[config.mk]
export PLATFORM = sky130hd
export DESIGN_NAME = hash_match
export DESIGN_NICKNAME = d
export VERILOG_FILES = /design/src/rtl/hash_match.sv
export SDC_FILE = /design/constraint.sdc
export NUM_CORES = 1
export LEC_CHECK = 0
export ABC_CLOCK_PERIOD_IN_PS = 1800
export CELL_PAD_IN_SITES_DETAIL_PLACEMENT = 0
export CELL_PAD_IN_SITES_GLOBAL_PLACEMENT = 1
export CORE_MARGIN = 2
export CORE_UTILIZATION = 36
export CTS_BUF_LIST = sky130_fd_sc_hd__clkbuf_4
export DETAILED_ROUTE_END_ITERATION = 7
export PLACE_DENSITY_LB_ADDON = 0.05
export SLEW_MARGIN = 20
export SYNTH_ARGS = -nofsm -noshare
export SYNTH_HDL_FRONTEND = slang
export SYNTH_SLANG_ARGS = --single-unit
[constraint.sdc]
create_clock -name clk -period 1.8 [get_ports clk]
set_clock_uncertainty 0.15 [all_clocks]
set_input_delay 0.18 -clock clk [delete_from_list [all_inputs] [get_ports clk]]
set_output_delay 0.18 -clock clk [all_outputs]
set_load 0.02 [all_outputs]
[src/rtl/hash_match.sv]
// MD5 digest finalisation and target compare behind the 64-op hash chain.
// Optional `HASH_COUNT_EN adds a saturating count of candidates checked while searching.
module hash_match #(
   parameter logic [31:0] A0 = 32'h67452301,
   parameter logic [31:0] B0 = 32'hefcdab89,
   parameter logic [31:0] C0 = 32'h98badcfe,
   parameter logic [31:0] D0 = 32'h10325476
) (
   input  logic         clk,
   input  logic         reset,
   input  logic         en,
   input  logic [31:0]  a_in,
   input  logic [31:0]  b_in,
   input  logic [31:0]  c_in,
   input  logic [31:0]  d_in,
   input  logic [151:0] m_in,
   input  logic         valid_in,
   input  logic [127:0] target_hash,
   input  logic         start,
   input  logic         ack,
   output logic         match_found,
   output logic [151:0] match_msg,
   output logic         searching
`ifdef HASH_COUNT_EN
   ,
   output logic [31:0]  hash_count
`endif
);

   localparam logic [1:0] IDLE   = 2'd0;
   localparam logic [1:0] SEARCH = 2'd1;
   localparam logic [1:0] FOUND  = 2'd2;

   logic [1:0]   state;
   logic [127:0] target_reg;
   logic [31:0]  a1, b1, c1, d1;
   logic [151:0] m1, m2;
   logic         valid1, valid2, hit;
   logic         take_hit, accept_start;

   // MD5 words are little-endian; the digest byte stream is each word byte-swapped.
   function automatic logic [31:0] swap32(input logic [31:0] w);
      return {w[7:0], w[15:8], w[23:16], w[31:24]};
   endfunction

   always_ff @(posedge clk) begin
      if (reset) begin
         a1 <= '0; b1 <= '0; c1 <= '0; d1 <= '0;
         m1 <= '0; valid1 <= 1'b0;
         m2 <= '0; valid2 <= 1'b0; hit <= 1'b0;
      end else if (en) begin
         a1     <= a_in + A0;
         b1     <= b_in + B0;
         c1     <= c_in + C0;
         d1     <= d_in + D0;
         m1     <= m_in;
         valid1 <= valid_in;
         hit    <= valid1 && ({swap32(a1), swap32(b1), swap32(c1), swap32(d1)} == target_reg);
         m2     <= m1;
         valid2 <= valid1;
      end
   end

   // A stalled pipeline must not act on a stale hit; a hit beats a concurrent start.
   assign take_hit     = (state == SEARCH) && en && hit;
   assign accept_start = start && ((state == IDLE) || ((state == SEARCH) && !take_hit));

   always_ff @(posedge clk) begin
      if (reset) begin
         state      <= IDLE;
         target_reg <= '0;
         match_msg  <= '0;
      end else begin
         if (accept_start)
            target_reg <= target_hash;
         case (state)
            IDLE:    if (start) state <= SEARCH;
            SEARCH:  if (take_hit) begin
                        state     <= FOUND;
                        match_msg <= m2;
                     end
            FOUND:   if (ack) state <= IDLE;
            default: state <= IDLE;
         endcase
      end
   end

   assign match_found = (state == FOUND);
   assign searching   = (state == SEARCH);

`ifdef HASH_COUNT_EN
   always_ff @(posedge clk) begin
      if (reset)
         hash_count <= '0;
      else if (accept_start)
         hash_count <= '0;
      else if ((state == SEARCH) && en && valid2 && (hash_count != 32'hFFFFFFFF))
         hash_count <= hash_count + 32'd1;
   end
`endif

endmodule

Word-level counts from Yosys, hierarchy flattened --
Cells that the tools add are included.
Cells by class: add/subtract/negate cells 4, eq/ne operators 6, multiplexer cells 4, reductions and logical operators 10
Operator list (number):
- $eq 128x128->1 | 1
- $add 32x32->32 const B | 2
- $add 32x29->32 const B | 1
- $add 32x31->32 const B | 1
- $mux 2 | 3
- $pmux 2 s3 | 1
- $logic_and 1x1->1 | 5
- $ne 2x2->1 const B | 2
- $reduce_and 3->1 | 1
- $eq 2x1->1 const B | 1
- $eq 2x2->1 const B | 1
- $logic_not 2->1 | 1
- $ne 2x1->1 const B | 1
- $reduce_and 2->1 | 1
- $logic_not 1->1 | 1
- $logic_or 1x1->1 | 1
Storage, ports and cells: bits in registers 716, input bits 414, output and inout port bits 154, logic and storage cells 35

Longest topological paths before layout --
depth after elaboration 7, depth in mapped cells 8, depth with buffers taken out 8

Least setup slack after synthesis --
No wires, ideal clock.
path kind flip-flop to flip-flop, from reg state[0], to reg target_reg[10], setup time 0.070 ns, arrival 1.892 ns, path slack -0.313 ns, stages on the path, launching flop included 9, path buffers 3, cell sequence dfxtp_1 -> nor2b_1 -> nand3_1 -> clkbuf_1 -> nand3b_1 -> clkbuf_1 -> buf_1 -> nand2_1 -> a21oi_1
On the way: longest elaborated chain between the ends 7
Ends and longest elaborated chain:
- start, declared | RTL line 34 | logic [1:0] state;
- start signal, assigned | RTL line 70 | state <= IDLE;
- start signal, assigned | RTL line 77 | IDLE: if (start) state <= SEARCH;
- start signal, assigned | RTL line 79 | state <= FOUND;
- $eq 2x1->1 *
- via searching | RTL line 23 | output logic searching
- $logic_and 1x1->1 (2 in a row) | RTL line 65 | assign take_hit = (state == SEARCH) && en && hit;
- $logic_not 1->1 | RTL line 66 | assign accept_start = start && ((state == IDLE) || ((state == SEARCH) && !take_hit));
- $logic_and 1x1->1 * | RTL line 66
- $logic_or 1x1->1 * | RTL line 66
- $logic_and 1x1->1 * | RTL line 66
- end signal, assigned | RTL line 75 | target_reg <= target_hash;
- end, declared | RTL line 35 | logic [127:0] target_reg;
The timed path passes the listed nets; every way through them passes the cells marked *. A chain may end at the register's enable or synchronous reset.

Worst setup path in the final report --
from reg d1[6], to reg hit
On the way: longest elaborated chain between the ends 2
Ends and longest elaborated chain:
- start, declared | RTL line 36 | logic [31:0] a1, b1, c1, d1;
- start signal, assigned | RTL line 55 | d1 <= d_in + D0;
- $eq 128x128->1 | RTL line 58 | hit <= valid1 && ({swap32(a1), swap32(b1), swap32(c1), swap32(d1)} == target_reg);
- $logic_and 1x1->1 | RTL line 58
- end signal, assigned | RTL line 58
- end, declared | RTL line 38 | logic valid1, valid2, hit;
No other way between the ends.

==> results.cfg <==
[logic_synthesis]
synth_simple_gate_area_share = 0.175
synth_edf_count = 0
syn_nets = 3693
yosys.area_share.adder = 0.00175
ys_seq_area_frac = 0.500
yosysWarnings = 0
synthCells = 3275
synth-compound-area-share = 0.122
syn_area_sq_um = 28600
ys_ff_latch = 716
synth-xor-area-share = 0.0480
synth_top_family_by_area = simple AND/OR/NAND/NOR gates
avgSynthCellArea_sq_um = 8.75
synthArstFlopShare = 0
synthMuxAreaShare = 0.115
synth.distinct_cells = 82
ys.flop_type = dfxtp_1

[timing]
rsz0062_at_grt = true
holdWs_ns = 0.0377
tns_ns = -14.90
slew_violations = 0
tightest_slew_ns = 0.852
hold_viol = 0
setup_viol_count_final = 210
slew_headroom = 0.432
fin_crit_ns = 2.06
max_freq_mhz = 485
post-route-period-util = 1.15
finalWorstSetupSlack_ns = -0.262

[clock_network]
root_buffer = clkbuf_4
cts_num_sinks = 716
cts_tree = done
cts_max_path_buffers = 3
insertion_delay_ns = 1.03
cts-htree-levels = 4
path_clk_slew_ns = 0.07
cts_buffers = 194

[power_and_ir_drop]
seqPwrFrac = 0.449
p_leak_nw = 20.4
p_comb_frac = 0.166
powerDensity_nw_per_um2 = 780
power_mw = 37.9
p_int_mw = 27.4
netSwitchingFraction = 0.277
p_sw_mw = 10.5
peakVddDrop_mv = 0.493
clock_power_share = 0.386

[hold_path]
whs_path_depth = 5
hp-start = c_in[10]
hold_class = input port to flip-flop

[setup_path]
r2r_cells = 7
critPathLaunch = d1[6]
worst-endpoint-required_ns = 2.59
end_kind = flip-flop
startpoint_type = flip-flop
crit_type = flip-flop to flip-flop
cp.arrival_ns = 2.85
rrSetupSlack_ns = -0.26
worst-path-max-fanout = 2
r2r_start = d1[6]

[floorplanning]
start_util = 0.363
row_count = 103
die_y_microns = 286
fp.coreArea_sq_um = 78900
fp.dieArea_sq_um = 81900
die_x_microns = 286
ios = 568

[cells_and_area]
drive_gt1_frac = 0.290
multi_input_area_sq_um = 15200
layout_commonest_cell = dfxtp_1
most-common-layout-cells = dfxtp_1 (560), nand2_1 (509), dlygate4sd3_1 (442)
fill_cells = 6714
nets = 5121
design_area_sq_um = 48600
areaGrowthSynthToFinish_pct = 69.6
ff_latch_area_sq_um = 14500
reg_top3 = m1: 152 flops, m2: 152 flops, match_msg: 152 flops

[grt]
met2_usage = 0.445
use_met3 = 0.0670
grt_antenna_before_repair = 26
overflow = 0
grtUsageTotal = 0.258
grt_pass1_vias = 29200
grt_busiest_layer = met2
grt_max_degree = 182
grt_pass1_wl_mm = 165
use_met1 = 0.308

[placement]
dpl_worst_slack_ns = -0.715
hpwl_mm = 75.1
gp_congestion = 0.916
place_area_sq_um = 37800
portBuffers = 567

[route]
via_per_inst = 4.89
wl_per_cell_microns = 19.5
final_antenna_net_count = 0
drtPass1Iterations = 7
drcViolationCount = 0
via_count = 28900
first_iter_violations = 1748
wirelength_mm = 115

[outcome]
outcome = complete, but fails checks
violations = setup timing

[job]
maxCapViolCount = 0
## routing by layer
| metal | share of wire | up-vias |
|---|---|---|
| li1 | - | 14100 |
| met1 | 0.41 | 13800 |
| met2 | 0.50 | 829 |
| met3 | 0.059 | 221 |
| met4 | 0.030 | 20 |
| met5 | 0.0011 | - |
## path summary, 6_finish.rpt
| kind | to |
|---|---|
| worst max-delay path | hit |
| worst min-delay path | c1[12] |
| worst max register to register | hit |
| worst min register to register | match_msg[116] |
## cells in the mapped netlist (19+ instances only)
cell type | instances | area share
a21oi_1 | 319 | 0.056
a211oi_1 | 45 | 0.012
mux2i_1 | 329 | 0.11
buf_2 | 47 | 0.0082
xnor2_1 | 78 | 0.024
inv_1 | 68 | 0.0089
o21ai_1 | 28 | 0.0049
nand2_1 | 641 | 0.084
nor4_1 | 21 | 0.0046
dfxtp_1 | 716 | 0.50
clkbuf_1 | 136 | 0.018
nor2_1 | 425 | 0.056
nand3_1 | 30 | 0.0052
buf_1 | 19 | 0.0025
xor2_1 | 79 | 0.024
o21ai_0 | 38 | 0.0066
## cell type report
cell class / count / area share
sequential: 716 / 0.299
inverter: 68 / 0.00525
timing repair buffer: 1434 / 0.303
multi-input combinational: 2289 / 0.314
tap: 1050 / 0.0270
antenna: 18 / 0.000927
clock inverter: 52 / 0.00615
clock buffer: 288 / 0.0445
## stage by stage
step / std cells / util
floorplan: 3275 / -
global route: 5911 / 0.616
global placement: 5022 / 0.480
finish: 5915 / 0.616
CTS: 5833 / 0.581
detailed placement: 5022 / 0.480
## power by group through the flow
stage	clock, mW	sequential, mW	combinational (mW)
5_1_grt	16.0	17.1	6.68
4_1_cts	15.0	17.0	5.72
3_3_place_gp	0	17.3	4.63
2_1_floorplan	0	17.2	2.16
3_5_place_dp	0	17.4	4.68
6_report	14.6	17.0	6.28
## what timing repair did
item	4_1_cts	5_1_grt
pin swaps	5	197
gates resized for setup	1195	441
buffers inserted	26	56
endpoints found under the setup margin	216	486
cloned	8	32
hold buffers	437	19
endpoints found under the hold margin	716	17
## critical path, cell delays in order (launching register included)
cell and delay [ns]:
dfxtp_1 0.44, xnor2_2 0.17, o21ai_0 0.21, nor4_1 0.35, buf_4 0.18, nand2_1 0.06, nor4_1 0.23, a32o_1 0.19
## kinds of logic (layout without fill, tap and decap cells)
family / count (synthesis) / count (layout)
multiplexers: 330 / 330
other: 0 / 18
flip-flops: 716 / 716
AND/OR/NAND/NOR: 1228 / 1228
adder cells (fa/ha/maj): 4 / 4
buffers and inverters: 270 / 1842
XOR/XNOR: 157 / 157
AO/OA/AOI/OAI: 570 / 570
(Power assumes the default switching activity.)
